===== config.mk =====
export PLATFORM = sky130hd
export DESIGN_NAME = alu_result_monitor
export DESIGN_NICKNAME = d
export VERILOG_FILES = /design/src/rtl/alu_result_monitor_pkg.sv /design/src/rtl/alu_mon_fifo.sv /design/src/rtl/alu_result_monitor.sv
export SDC_FILE = /design/constraint.sdc
export NUM_CORES = 1
export LEC_CHECK = 0
export ABC_CLOCK_PERIOD_IN_PS = 9700
export BUFFER_PORTS_ARGS = -buffer_cell sky130_fd_sc_hd__buf_2
export CELL_PAD_IN_SITES_DETAIL_PLACEMENT = 1
export CELL_PAD_IN_SITES_GLOBAL_PLACEMENT = 2
export CORE_UTILIZATION = 49
export DETAILED_ROUTE_END_ITERATION = 6
export GPL_TIMING_DRIVEN = 1
export PLACE_DENSITY_LB_ADDON = 0.1
export SYNTH_ARGS = -nofsm -noshare
export SYNTH_HDL_FRONTEND = slang
export SYNTH_SLANG_ARGS = --single-unit

===== constraint.sdc =====
create_clock -name clk -period 9.7 [get_ports clk]
set_input_delay 1.94 -clock clk [delete_from_list [all_inputs] [get_ports clk]]
set_output_delay 1.94 -clock clk [all_outputs]
set_load 0.02 [all_outputs]

===== src/rtl/alu_result_monitor_pkg.sv =====
// -----------------------------------------------------------------------------
// alu_result_monitor_pkg
// Shared definitions for the ALU result monitor: ALUOp encodings, record
// layout, monitor FSM state encoding, and the MISR step function used by the
// optional signature logic (enabled with the ALU_MON_MISR_EN macro).
// -----------------------------------------------------------------------------
package alu_result_monitor_pkg;

    localparam int ALUOP_W = 4;
    localparam int DATA_W  = 32;
    // Captured record: {ovf, aluop, result}
    localparam int REC_W   = DATA_W + ALUOP_W + 1;

    localparam logic [31:0] MISR_POLY = 32'h04C1_1DB7;
    localparam logic [31:0] MISR_SEED = 32'hFFFF_FFFF;

    typedef enum logic [ALUOP_W-1:0] {
        ALUOP_ADD  = 4'd0,
        ALUOP_ADDU = 4'd1,
        ALUOP_SUB  = 4'd2,
        ALUOP_SUBU = 4'd3,
        ALUOP_AND  = 4'd4,
        ALUOP_OR   = 4'd5,
        ALUOP_NOR  = 4'd6,
        ALUOP_XOR  = 4'd7,
        ALUOP_SLL  = 4'd8,
        ALUOP_SRL  = 4'd9,
        ALUOP_SLT  = 4'd10,
        ALUOP_SLTU = 4'd11
    } aluop_e;

    typedef enum logic [1:0] {
        ST_IDLE    = 2'd0,
        ST_CAPTURE = 2'd1,
        ST_DRAIN   = 2'd2,
        ST_DONE    = 2'd3
    } mon_state_e;

    // One MISR clock: shift left, feed back the polynomial when the MSB
    // falls out, then fold in the new data word.
    function automatic logic [31:0] misr_step(input logic [31:0] sig,
                                              input logic [31:0] data);
        logic [31:0] fb;
        fb = sig[31] ? MISR_POLY : 32'h0;
        return {sig[30:0], 1'b0} ^ fb ^ data;
    endfunction

endpackage


===== src/rtl/alu_mon_fifo.sv =====
// -----------------------------------------------------------------------------
// alu_mon_fifo
// Synchronous FIFO with a registered head. rd_valid/rd_data are flops loaded
// from the next-state head, so a push into an empty FIFO shows up on rd_valid
// the cycle after the push edge. Pointers carry one extra wrap bit.
// Ports:
//   clk, rst            clock, asynchronous active-high reset
//   wr_en, wr_data      write request / record (accepted when !full)
//   full                no free slot (registered pointers only)
//   rd_en               reader accepts head (pop when rd_valid)
//   rd_valid, rd_data   registered head record
//   empty               no stored records
// -----------------------------------------------------------------------------
module alu_mon_fifo #(
    parameter int WIDTH = 37,
    parameter int DEPTH = 8
) (
    input  logic             clk,
    input  logic             rst,
    input  logic             wr_en,
    input  logic [WIDTH-1:0] wr_data,
    output logic             full,
    input  logic             rd_en,
    output logic             rd_valid,
    output logic [WIDTH-1:0] rd_data,
    output logic             empty
);
    localparam int AW = $clog2(DEPTH);

    logic [WIDTH-1:0] mem [DEPTH];
    logic [AW:0]      wr_ptr, rd_ptr, wr_ptr_n, rd_ptr_n;
    logic             push, pop, empty_n;

    assign full  = (wr_ptr[AW] != rd_ptr[AW]) && (wr_ptr[AW-1:0] == rd_ptr[AW-1:0]);
    assign empty = (wr_ptr == rd_ptr);
    assign push  = wr_en && !full;
    assign pop   = rd_en && rd_valid;

    assign wr_ptr_n = wr_ptr + {{AW{1'b0}}, push};
    assign rd_ptr_n = rd_ptr + {{AW{1'b0}}, pop};
    assign empty_n  = (wr_ptr_n == rd_ptr_n);

    always_ff @(posedge clk) begin
        if (push) begin
            mem[wr_ptr[AW-1:0]] <= wr_data;
        end
    end

    always_ff @(posedge clk or posedge rst) begin
        if (rst) begin
            wr_ptr   <= '0;
            rd_ptr   <= '0;
            rd_valid <= 1'b0;
            rd_data  <= '0;
        end else begin
            wr_ptr   <= wr_ptr_n;
            rd_ptr   <= rd_ptr_n;
            rd_valid <= !empty_n;
            // When the next head is the slot being written this edge, the
            // memory does not hold it yet: forward the write data instead.
            if (!empty_n) begin
                rd_data <= (rd_ptr_n == wr_ptr) ? wr_data : mem[rd_ptr_n[AW-1:0]];
            end
        end
    end

endmodule


===== src/rtl/alu_result_monitor.sv =====
// -----------------------------------------------------------------------------
// alu_result_monitor
// Capture side of the ALU interface. Records {ovf, aluop, result} pushed by the
// ALU stage are queued in alu_mon_fifo and handed to a reader over valid/ready.
// A session is armed by start and ends after CAP_LEN records or on stop; the
// FIFO is then drained and done is held until the next start.
// Optional feature: define ALU_MON_MISR_EN to add misr_sig, a 32-bit MISR over
// the accepted records of the current session.
// Ports:
//   clk, rst                         clock, asynchronous active-high reset
//   start, stop                      arm session / end session early (pulses)
//   in_valid/in_ready                record input handshake
//   in_aluop, in_result, in_ovf      record fields
//   out_valid/out_ready              head record handshake
//   out_aluop, out_result, out_ovf   registered head record
//   busy                             session is capturing
//   done                             session finished and FIFO drained
//   ovf_count                        saturating count of captured ovf records
//   misr_sig                         (ALU_MON_MISR_EN only) session signature
// -----------------------------------------------------------------------------
module alu_result_monitor
    import alu_result_monitor_pkg::*;
#(
    parameter int DEPTH   = 8,
    parameter int CAP_LEN = 16,
    parameter int CNT_W   = 16
) (
    input  logic             clk,
    input  logic             rst,
    input  logic             start,
    input  logic             stop,
    input  logic             in_valid,
    output logic             in_ready,
    input  logic [3:0]       in_aluop,
    input  logic [31:0]      in_result,
    input  logic             in_ovf,
    output logic             out_valid,
    input  logic             out_ready,
    output logic [3:0]       out_aluop,
    output logic [31:0]      out_result,
    output logic             out_ovf,
    output logic             busy,
    output logic             done,
    output logic [CNT_W-1:0] ovf_count
`ifdef ALU_MON_MISR_EN
    ,
    output logic [31:0]      misr_sig
`endif
);
    localparam logic [15:0]      CAP_LAST = 16'(CAP_LEN - 1);
    localparam logic [CNT_W-1:0] OVF_MAX  = '1;
    localparam logic [CNT_W-1:0] OVF_ONE  = {{(CNT_W-1){1'b0}}, 1'b1};

    mon_state_e       state_q, state_d;
    logic             push, arm;
    logic             fifo_full, fifo_empty;
    logic [15:0]      captured;
    logic [REC_W-1:0] head;

    assign in_ready = (state_q == ST_CAPTURE) && !fifo_full;
    assign push     = in_valid && in_ready;
    assign arm      = start && ((state_q == ST_IDLE) || (state_q == ST_DONE));
    assign busy     = (state_q == ST_CAPTURE);
    assign done     = (state_q == ST_DONE);

    alu_mon_fifo #(
        .WIDTH (REC_W),
        .DEPTH (DEPTH)
    ) u_fifo (
        .clk      (clk),
        .rst      (rst),
        .wr_en    (push),
        .wr_data  ({in_ovf, in_aluop, in_result}),
        .full     (fifo_full),
        .rd_en    (out_ready),
        .rd_valid (out_valid),
        .rd_data  (head),
        .empty    (fifo_empty)
    );

    assign out_ovf    = head[REC_W-1];
    assign out_aluop  = head[DATA_W +: ALUOP_W];
    assign out_result = head[DATA_W-1:0];

    always_ff @(posedge clk or posedge rst) begin
        if (rst) begin
            state_q <= ST_IDLE;
        end else begin
            state_q <= state_d;
        end
    end

    always_comb begin
        state_d = state_q;
        case (state_q)
            ST_IDLE:    if (start) state_d = ST_CAPTURE;
            // A stop coinciding with the last push still accepts that push.
            ST_CAPTURE: if (stop || (push && captured == CAP_LAST)) state_d = ST_DRAIN;
            ST_DRAIN:   if (fifo_empty) state_d = ST_DONE;
            ST_DONE:    if (start) state_d = ST_CAPTURE;
            default:    state_d = ST_IDLE;
        endcase
    end

    always_ff @(posedge clk or posedge rst) begin
        if (rst) begin
            captured  <= '0;
            ovf_count <= '0;
        end else if (arm) begin
            captured  <= '0;
            ovf_count <= '0;
        end else if (push) begin
            captured <= captured + 16'd1;
            if (in_ovf && ovf_count != OVF_MAX) begin
                ovf_count <= ovf_count + OVF_ONE;
            end
        end
    end

`ifdef ALU_MON_MISR_EN
    // push only occurs in CAPTURE, so the signature is frozen elsewhere.
    always_ff @(posedge clk or posedge rst) begin
        if (rst) begin
            misr_sig <= '0;
        end else if (arm) begin
            misr_sig <= MISR_SEED;
        end else if (push) begin
            misr_sig <= misr_step(misr_sig, in_result ^ {27'b0, in_ovf, in_aluop});
        end
    end
`endif

endmodule

; ---- Word level (Yosys, flattened, before mapping)
; Memories as Yosys holds them, arrays and structs flattened.
; Index checks and enable logic that the tools add are counted.
; W data, S select, Z words.
[word_totals]
reg_bits = 80
output_inout_bits = 57
wordCells = 55
mem_bits_rw = 296
mem_count = 1
in_bits = 43
[op_classes]
n_addsub = 4
reduce_logical = 18
mux = 12
eq_ne = 13
[mem_list]
columns = name, depth, width, read_ports, rd_clocked_by_memory_dff, write_ports, line
row1 = u_fifo.mem, 8, 37, 1, 0, 1, alu_mon_fifo.sv:30  ; logic [WIDTH-1:0] mem [DEPTH];
[op_table]
columns = op, n
row1 = $mux W16, 5
row2 = $mux W37, 1
row3 = $add A16 B1 Y16 const B, 2
row4 = $eq A16 B4 Y1 const B, 1
row5 = $ne A16 B16 Y1 const B, 1
row6 = $eq A4 B4 Y1, 3
row7 = $add A4 B1 Y4, 2
row8 = $logic_and A1 B1 Y1, 8
row9 = $mux W2, 3
row10 = $pmux W2 S3, 1
row11 = $eq A2 B2 Y1 const B, 2
row12 = $ne A2 B1 Y1 const B, 2
row13 = $reduce_bool A2 Y1, 2
row14 = $eq A3 B3 Y1, 1
row15 = $reduce_and A3 Y1, 1
row16 = $eq A2 B1 Y1 const B, 1
row17 = $logic_not A1 Y1, 2
row18 = $logic_not A2 Y1, 1
row19 = $logic_or A1 B1 Y1, 2
row20 = $mux W1, 2
row21 = $ne A2 B2 Y1 const B, 1
row22 = $reduce_and A2 Y1, 1
row23 = $reduce_or A2 Y1, 1
row24 = $ne A1 B1 Y1, 1

; ---- Logic depth before layout (Yosys ltp)
; Gate-level depths: netlist of the first run.
[logic_depth]
ltp_word = 9
ltp_mapped = 13
mapped_depth_nobuf = 10

; ---- Modules after synthesis
; A second synthesis of the first run with hierarchy kept.
[unflattened]
hier_cells = 793
hier_area_um2 = 15538.7
[modules_own_cells]
columns = module, seq_area_each_um2, area_each_um2, n_inst, cells_each
row1 = alu_mon_fifo, 10039.6, 13656.8, 1, 602
row2 = alu_result_monitor, 850.8, 1881.8, 1, 191

; ---- Worst setup path after synthesis of the first run
; OpenSTA, ideal clock, no wires.
[synth_path]
path_kind = in2reg
start = input in_valid
end = memory u_fifo.mem[4][0] (enable)
required_time_ps = 9223
path_buffers = 1
stages = 5
arrival_ps = 5177
path_slack_ps = 4046
setup_ps = 477
cell_sequence = and2_1 > o41a_1 > buf_2 > nand2_1 > nor3_1
[synth_between]
elab_chain_cells = 4
[synth_lines]
columns = element, line
row1 = from (decl), alu_result_monitor.sv:32  ; input logic in_valid,
row2 = $logic_and A1 B1 Y1, alu_result_monitor.sv:61  ; assign push = in_valid && in_ready;
row3 = $logic_and A1 B1 Y1, alu_mon_fifo.sv:36  ; assign push = wr_en && !full;
row4 = $mux W1, alu_mon_fifo.sv:44  ; if (push) begin
row5 = $mux W1 (not written as such), alu_mon_fifo.sv:45  ; mem[wr_ptr[AW-1:0]] <= wr_data;
row6 = to (decl), alu_mon_fifo.sv:30
; No other way between the ends.

; ---- Worst setup path after layout of the first run
[layout_path]
start = input out_ready
end = register u_fifo.rd_data[21]
[layout_between]
elab_chain_cells = 4
word_cells_on_any_way = 6
classes_between = add/sub (1) / eq/ne (2) / mux (1) / reduce/logical (1) / memory (1)
[layout_lines]
columns = element, line
row1 = from (decl), alu_result_monitor.sv:38  ; input logic out_ready,
row2 = $logic_and A1 B1 Y1 *, alu_mon_fifo.sv:37  ; assign pop = rd_en && rd_valid;
row3 = $add A4 B1 Y4 *, alu_mon_fifo.sv:40  ; assign rd_ptr_n = rd_ptr + {{AW{1'b0}}, pop};
row4 = $mem_v2 Z8 W37 or $eq A4 B4 Y1 (tied branches), n/a
row5 = $mux W37, alu_mon_fifo.sv:62  ; rd_data <= (rd_ptr_n == wr_ptr) ? wr_data : mem[rd_ptr_n[AW-1:0]];
row6 = to (signal assigned), alu_mon_fifo.sv:62
row7 = to (decl), alu_mon_fifo.sv:25  ; output logic [WIDTH-1:0] rd_data,
; Mark *: on every way between the ends. The rest lies on a longest branch, timed or not.
; A chain may end at the register's enable or synchronous reset.

==> results of run 1 <==
## worst min path at each step
stage | from | endpoint | slack, ns | depth (start not counted)
4_1_cts | u_fifo.rd_data[22] | u_fifo.rd_data[22] | 0.52 | 1
3_3_place_gp | u_fifo.rd_data[21] | u_fifo.rd_data[21] | 0.49 | 1
6_report | u_fifo.rd_data[36] | u_fifo.rd_data[36] | 0.51 | 1
5_1_grt | u_fifo.rd_data[22] | u_fifo.rd_data[22] | 0.53 | 1
2_1_floorplan | captured[3] | captured[3] | 0.50 | 2
3_5_place_dp | u_fifo.rd_data[36] | u_fifo.rd_data[36] | 0.50 | 1
## kinds of logic (layout without fill, tap and decap cells)
group           Yosys count  count (layout)  synth area share (%)
buf+inv                  63             201                 1.915
simple gates            160             160                 5.469
mux                     152             152                 16.51
compound gates           58              58                 2.111
xor+xnor                 39              39                 2.315
other cells               0               1                     0
fa+ha+maj                 9               9                0.7336
flops                   376             376                 70.94
## metrics by stage
stage / utilization [%] / hold WS, ns / std cells / area [um2]
floorplan: - / 0.4971 / 857 / 15350
global placement: 53.22 / 0.4935 / 1315 / 16320
detailed placement: 53.22 / 0.4991 / 1315 / 16320
CTS: 57.48 / 0.5156 / 1391 / 17630
global route: 57.48 / 0.5304 / 1391 / 17630
finish: 57.49 / 0.5100 / 1392 / 17630
## placed cells by master (no fill, tap or decap), types with 13 or more instances in the layout
cell type,n
a21oi_1,43
buf_2,99
buf_4,14
clkbuf_1,18
clkbuf_16,41
dfrtp_1,80
edfxtp_1,296
mux2_2,18
mux2_4,18
mux2i_1,44
mux4_2,72
nand3_1,13
nand4_1,14
nor2_1,26
nor3_1,44
xnor2_1,17
xor2_1,19
## flip-flops by register name (all words and copies together), names as in the netlist
| signal | count |
|---|---|
| u_fifo.rd_valid | 1 |
| captured | 16 |
| state_q | 2 |
| u_fifo.wr_ptr | 4 |
| u_fifo.mem | 296 |
| u_fifo.rd_ptr | 4 |
| ovf_count | 16 |
| u_fifo.rd_data | 37 |
## report_power, final
part	total (mW)	internal, mW	leakage, nW	switching [mW]
combinational	2.46	1.15	2.01	1.31
sequential	2.12	1.99	3.67	0.128
clock	1.51	0.900	0.635	0.615
total	6.09	4.04	6.31	2.06
## metal layers
layer,global-route usage (%),vias to the layer above,wire [um]
li1,-,3581,-
met1,30.09,4341,14600
met2,38.75,185,18030
met3,3.435,57,1553
met4,5.968,2,672
met5,0,-,8
## worst max-delay path, cell delays in order
cell and delay, ns:
buf_2 0.09, and2_1 0.18, ha_4 0.18, ha_4 0.18, xor2_4 0.74, buf_4 0.80
xor2_1 0.15, or4_4 0.92, mux2_4 0.42
## final cells by class
type	instances	area (um2)	share of cell area, %
flip-flops and latches	376	10890	61.77
multi-input cells	418	4289	24.33
clock buffers	63	1149	6.514
repair buffers	113	600.6	3.406
well taps	396	495.5	2.810
clock inverters	13	157.7	0.8941
inverters	12	47.55	0.2697
diodes	1	2.502	0.01419
==> qor.tcl, run 1 <==
set qor(status) {finished, final reports clean}
set qor(ys.flop_type) {edfxtp_1}
set qor(gpl.final_weighted_congestion) 0.7669
set qor(synthesis.area_um2) 15350
set qor(period_minus_slack_ns) 5.248
set qor(post_route_cells_drive_above_1_share_pct) 29.55
set qor(route.detailed.wl_per_inst_um) 25.04
set qor(clock-root-buffer) {clkbuf_16}
set qor(die_x_um) 179
set qor(synthesis.area_per_instance_um2) 17.91
set qor(route.vias.total) 8166
set qor(initial_utilization_pct) 50.05
set qor(placement_rows) 64
set qor(ys_seq_elements) 376
set qor(dieArea_um2) 32040
set qor(first_pass_grt_wire_length_um) 52700
set qor(worst-r2r-setup-slack_ns) 5.59
set qor(power.total_mw) 6.092
set qor(grt_use_total_pct) 22.58
set qor(finalCritPeriodShare_pct) 54.11
set qor(synth.cells.most_frequent) {edfxtp_1 (296), dfrtp_1 (80), mux4_2 (72)}
set qor(timing.setup.critical_path_class) {in2reg}
set qor(drt-initial-drc-count) 452
set qor(area_delta_synth_final_pct) 14.86
set qor(drv_cap) 0
set qor(netlist.top_cell.by_area) {edfxtp_1}
set qor(timing.critical_path.arrival_ns) 5.66
set qor(cts-hold-fix-buffers) 0
set qor(filler_cell_count) 2773
set qor(count_of_flip_flops_with_a_built_in_enable_after_synthesis) 296
set qor(tightest_slew_ns) 1.219
set qor(final_setup_viols) 0
set qor(crit_path_start_kind) {input port}
set qor(synth_async_sr_flop_share_pct) 21.28
set qor(achievable-frequency_mhz) 190.5
set qor(ys.warnings.count) 0
set qor(numClockSinks) 376
set qor(pwr_density_cell_nw_per_um2) 345.5
set qor(register_area_share_after_synthesis_pct) 70.94
set qor(postCtsSetupRepairBufs) 0
set qor(r2r_end) {u_fifo.rd_data[21]}
set qor(setup_ws_ns) 4.452
set qor(worst_clock_skew_ns) 0.03155
set qor(final-hold-violation-count) 0
set qor(place.port_buffers) 99
set qor(critPathLaunch) {out_ready}
set qor(antenna_found_initial) 2
set qor(die_y_um) 179
set qor(antenna_violating_nets_post_route) 0
set qor(cts_resized) 0
set qor(static-leakage-power_nw) 6.308
set qor(postRouteWirelength_um) 34860
set qor(worst_hold_check_path_type) {reg2reg}
set qor(grt_pass1_vias) 8823
set qor(timing.setup.tns_ns) 0
set qor(synthMostInstantiatedCell) {edfxtp_1}
set qor(worstPathRequired_ns) 10.11
set qor(core_area_um2) 30670
set qor(dpl_worst_slack_ns) 3.882
set qor(timing.max_slew.rel_slack_pct) 18.71
set qor(synth_area_leaders) {edfxtp_1 (58%), dfrtp_1 (13%), mux4_2 (11%), mux2i_1 (2.9%), mux2_4 (1.8%)}
set qor(drt_drc_violations_left) 0
set qor(endpoint_kind) {flip-flop}
set qor(setup_repair_after_global_routing_missed_its_margin) {no}
set qor(synthDistinctLibCells) 43
set qor(cts_tree) {done}
set qor(synthesis.nets) 909
set qor(cts_max_path_buffers) 3
set qor(cp_max_fo) 56
set qor(cts-buffers-inserted) 41
set qor(hpwl_um) 18880
set qor(route.detailed.vias_per_inst) 5.866
set qor(rr_startpoint) {u_fifo.rd_valid}
set qor(grt.overflow.total) 0
set qor(clkSlewWorstSetupHoldPaths_ns) 0.05
set qor(ctsHtreeMaxLevel) 2
set qor(rr_worst_depth) 8
set qor(final_max_slew_viol_count) 0
set qor(grt_max_degree) 57
set qor(drtPass1Iterations) 5
set qor(ir_worst_vdd_mv) 0.2315
set qor(cp-endpoint) {u_fifo.rd_data[21]}
set qor(layout.nets) 1014
set qor(post_synth_inst_count) 857
set qor(clk_latency_ns) 0.55
set qor(netlist.area_leader.share_pct) 57.90
set qor(top_level_ports) 100
(Power assumes the default switching activity.)
==> inputs of run 2 (changes only) <==
--- a/config.mk
+++ b/config.mk
@@ -5,11 +5,12 @@
 export SDC_FILE = /design/constraint.sdc
 export NUM_CORES = 1
 export LEC_CHECK = 0
-export ABC_CLOCK_PERIOD_IN_PS = 9700
+export ABC_AREA = 1
+export ABC_CLOCK_PERIOD_IN_PS = 5200
 export BUFFER_PORTS_ARGS = -buffer_cell sky130_fd_sc_hd__buf_2
 export CELL_PAD_IN_SITES_DETAIL_PLACEMENT = 1
 export CELL_PAD_IN_SITES_GLOBAL_PLACEMENT = 2
-export CORE_UTILIZATION = 49
+export CORE_UTILIZATION = 40
 export DETAILED_ROUTE_END_ITERATION = 6
 export GPL_TIMING_DRIVEN = 1
 export PLACE_DENSITY_LB_ADDON = 0.1
==> constraint.sdc (replaced) <==
create_clock -name clk -period 5.2 [get_ports clk]
set_input_delay 1.04 -clock clk [delete_from_list [all_inputs] [get_ports clk]]
set_output_delay 1.04 -clock clk [all_outputs]
set_load 0.02 [all_outputs]
==> run 2 against run 1 <==
Against the previous run: synthesized area up 8.1%; hold slack worse by 0.028 ns; via count up 43%; power up 100%; global-route usage up 0.15 points; worst setup slack worse by 3.0 ns; synthesized cell count up 84%; die area up 32%; sequential share of layout area down 4.6 points; wire length up 34%.
==> qor.tcl, run 2 <==
set qor(timing.critical_path.arrival_ns) 4.27
set qor(postRouteWirelength_um) 46720
set qor(largest_reg_flops) 296
set qor(cpMostUsedCell) {nand2_1}
set qor(synth_area_leaders) {edfxtp_1 (54%), nand2_1 (14%), dfrtp_1 (12%), a21boi_0 (3.3%), o211ai_1 (3.3%)}
set qor(endpoint_kind) {flip-flop}
set qor(finalCritPeriodShare_pct) 72.71
set qor(final_max_slew_viol_count) 0
set qor(drv_cap) 0
set qor(synthesis.area_um2) 16590
set qor(worst_hold_check_path_type) {reg2reg}
set qor(ir_worst_vdd_mv) 0.5327
set qor(grt_max_degree) 150
set qor(postCtsSetupRepairBufs) 0
set qor(worst_hold_startpoint) {u_fifo.rd_data[2]}
set qor(drtPass1Iterations) 5
set qor(rr_startpoint) {u_fifo.wr_ptr[2]}
set qor(pwr_density_cell_nw_per_um2) 641.6
set qor(synthesis.nets) 1629
set qor(timing.setup.critical_path_class) {reg2reg}
set qor(die_y_um) 205.7
set qor(count_of_flip_flops_with_a_built_in_enable_after_synthesis) 296
set qor(netlist.top_cell.by_area) {edfxtp_1}
set qor(synthMostInstantiatedCell) {nand2_1}
set qor(synthesis.area_per_instance_um2) 10.52
set qor(cts_max_path_buffers) 3
set qor(placement_rows) 74
set qor(drt_drc_violations_left) 0
set qor(timing.critical_path.max_delay_family) {simple AND/OR/NAND/NOR gates}
set qor(synth.cells.most_frequent) {nand2_1 (633), edfxtp_1 (296), dfrtp_1 (80), nand3_1 (80)}
set qor(netlist.area_leader.share_pct) 53.57
set qor(period_minus_slack_ns) 3.781
set qor(status) {finished, final reports clean}
set qor(multi_input_comb_area_um2) 5140
set qor(critical_path_slowest_stage_cell) {dfrtp_1}
set qor(critical_path.n_buffers_inverters) 5
set qor(grt_use_total_pct) 22.73
set qor(crit_path_start_kind) {flip-flop}
set qor(post_route_cells_drive_above_1_share_pct) 12.23
set qor(placedCellCount) 2148
set qor(worst_clock_skew_ns) 0.01471
set qor(gpl.final_weighted_congestion) 0.7516
set qor(core_area_um2) 40830
set qor(ys.warnings.count) 0
set qor(final_setup_viols) 0
set qor(worstPathRequired_ns) 5.69
set qor(grt.overflow.total) 0
set qor(area_delta_synth_final_pct) 14.80
set qor(regArea_um2) 10890
set qor(layout.cells.most_common_list) {nand2_1 (632), edfxtp_1 (296), buf_2 (99)}
set qor(clkSlewWorstSetupHoldPaths_ns) 0.06
set qor(route.vias.total) 11689
set qor(critPathLaunch) {u_fifo.wr_ptr[2]}
set qor(filler_cell_count) 4518
set qor(antenna_found_initial) 2
set qor(cts-buffers-inserted) 43
set qor(clk_latency_ns) 0.56
set qor(route.detailed.wl_per_inst_um) 20.99
set qor(cts_tree) {done}
set qor(static-leakage-power_nw) 7.726
set qor(post_synth_inst_count) 1577
set qor(ys.flop_type) {edfxtp_1}
set qor(cts_resized) 0
set qor(path_cells) {inv_1 > nand2_1 > nand2_1 > inv_1 > nor2_1 > a21oi_2 > nand2_1 > clkinv_1 > ha_1 > ha_1 > xor2_1 > xnor2_1 > nor2_1 > nand2_2 > inv_2 > buf_12 > nand2_1 > nand2_1}
set qor(synth_async_sr_flop_share_pct) 21.28
set qor(timing.setup.tns_ns) 0
set qor(setup_repair_after_global_routing_missed_its_margin) {no}
set qor(timing.max_slew.rel_slack_pct) 25.28
set qor(cts-hold-fix-buffers) 0
set qor(antenna_violating_nets_post_route) 0
set qor(register_area_share_after_synthesis_pct) 65.64
set qor(initial_utilization_pct) 40.64
set qor(post_dp_cell_area_um2) 17740
set qor(final-hold-violation-count) 0
set qor(clock-root-buffer) {clkbuf_16}
set qor(timing.critical_path.slowest_cell_delay_ns) 0.51
set qor(top_level_ports) 100
set qor(cp_max_fo) 29
set qor(ys_seq_elements) 376
set qor(place.port_buffers) 99
set qor(drt-initial-drc-count) 631
set qor(dieArea_um2) 42300
set qor(numClockSinks) 376
set qor(final_design_area_no_fill_um2) 19050
set qor(tightest_slew_ns) 1.118
set qor(layout_commonest_cell) {nand2_1}
set qor(ctsHtreeMaxLevel) 2
set qor(synthDistinctLibCells) 32
set qor(layout.nets) 1713
set qor(achievable-frequency_mhz) 264.5
set qor(holdWs_ns) 0.4819
set qor(fin_cells) 2226
set qor(route.detailed.vias_per_inst) 5.251
set qor(first_pass_grt_wire_length_um) 71640
set qor(grt_pass1_vias) 12044
set qor(die_x_um) 205.7
set qor(hpwl_um) 26240
## run 2: worst paths after layout
path / slack [ns] / to / depth (start not counted)
min in group asynchronous: 0.61 / u_fifo.rd_data[27] / 2
worst max register to register: 1.42 / u_fifo.rd_data[20] / 18
worst min register to register: 0.48 / u_fifo.rd_data[2] / 2
max in group asynchronous: 3.55 / captured[13] / 3
worst max-delay path: 1.42 / u_fifo.rd_data[20] / 18
worst min-delay path: 0.48 / u_fifo.rd_data[2] / 2
## run 2: through the flow
stage / power (mW) / util, % / worst slack [ns]
floorplan: 7.603 / - / 1.684
global placement: 9.401 / 43.45 / 1.251
detailed placement: 9.508 / 43.45 / 1.236
CTS: 12.40 / 46.64 / 1.331
global route: 13.08 / 46.64 / 1.064
finish: 12.22 / 46.65 / 1.419
## run 2: tightest hold or removal path, delay by kind of cell, from the launching register on
kind / cells / cell delay, ns
DFF: 1 / 0.34
and+or+nand+nor: 2 / 0.11
## run 2: kinds of logic (layout without fill, tap and decap cells)
| logic type | after synthesis | in the layout | share of synthesized area [%] |
|---|---|---|---|
| buffers and inverters | 163 | 279 | 4.148 |
| other | 0 | 1 | 0 |
| adder cells (fa/ha/maj) | 9 | 9 | 0.6787 |
| AND/OR/NAND/NOR | 828 | 828 | 20.20 |
| flip-flops | 376 | 376 | 65.64 |
| AO/OA/AOI/OAI | 163 | 163 | 7.111 |
| multiplexers | 2 | 2 | 0.1207 |
| XOR/XNOR | 36 | 36 | 2.104 |
## run 2: routing by layer
metal  vias to the layer above  GRT usage [%]  part of all wire, %
met2                       187          38.64                   49
met1                      5898          30.07                   45
li1                       5532              -                    -
met3                        70          3.025                  3.4
met5                         -              0                0.021
met4                         2          7.063                  2.4
## run 2: cell type report
class / instances / area share (%)
diodes: 1 / 0.01314
clock buffers: 61 / 6.162
clock inverters: 16 / 0.6766
inverters: 74 / 1.485
multi-input cells: 1038 / 26.99
flip-flops and latches: 376 / 57.18
well taps: 532 / 3.495
repair buffers: 128 / 4.007
## run 2: power by group
| part | switching [mW] | internal (mW) | leakage (nW) |
|---|---|---|---|
| Combinational | 3.87 | 1.54 | 3.42 |
| Clock | 1.20 | 1.66 | 0.628 |
| Sequential | 0.251 | 3.70 | 3.67 |
| Total | 5.32 | 6.90 | 7.73 |
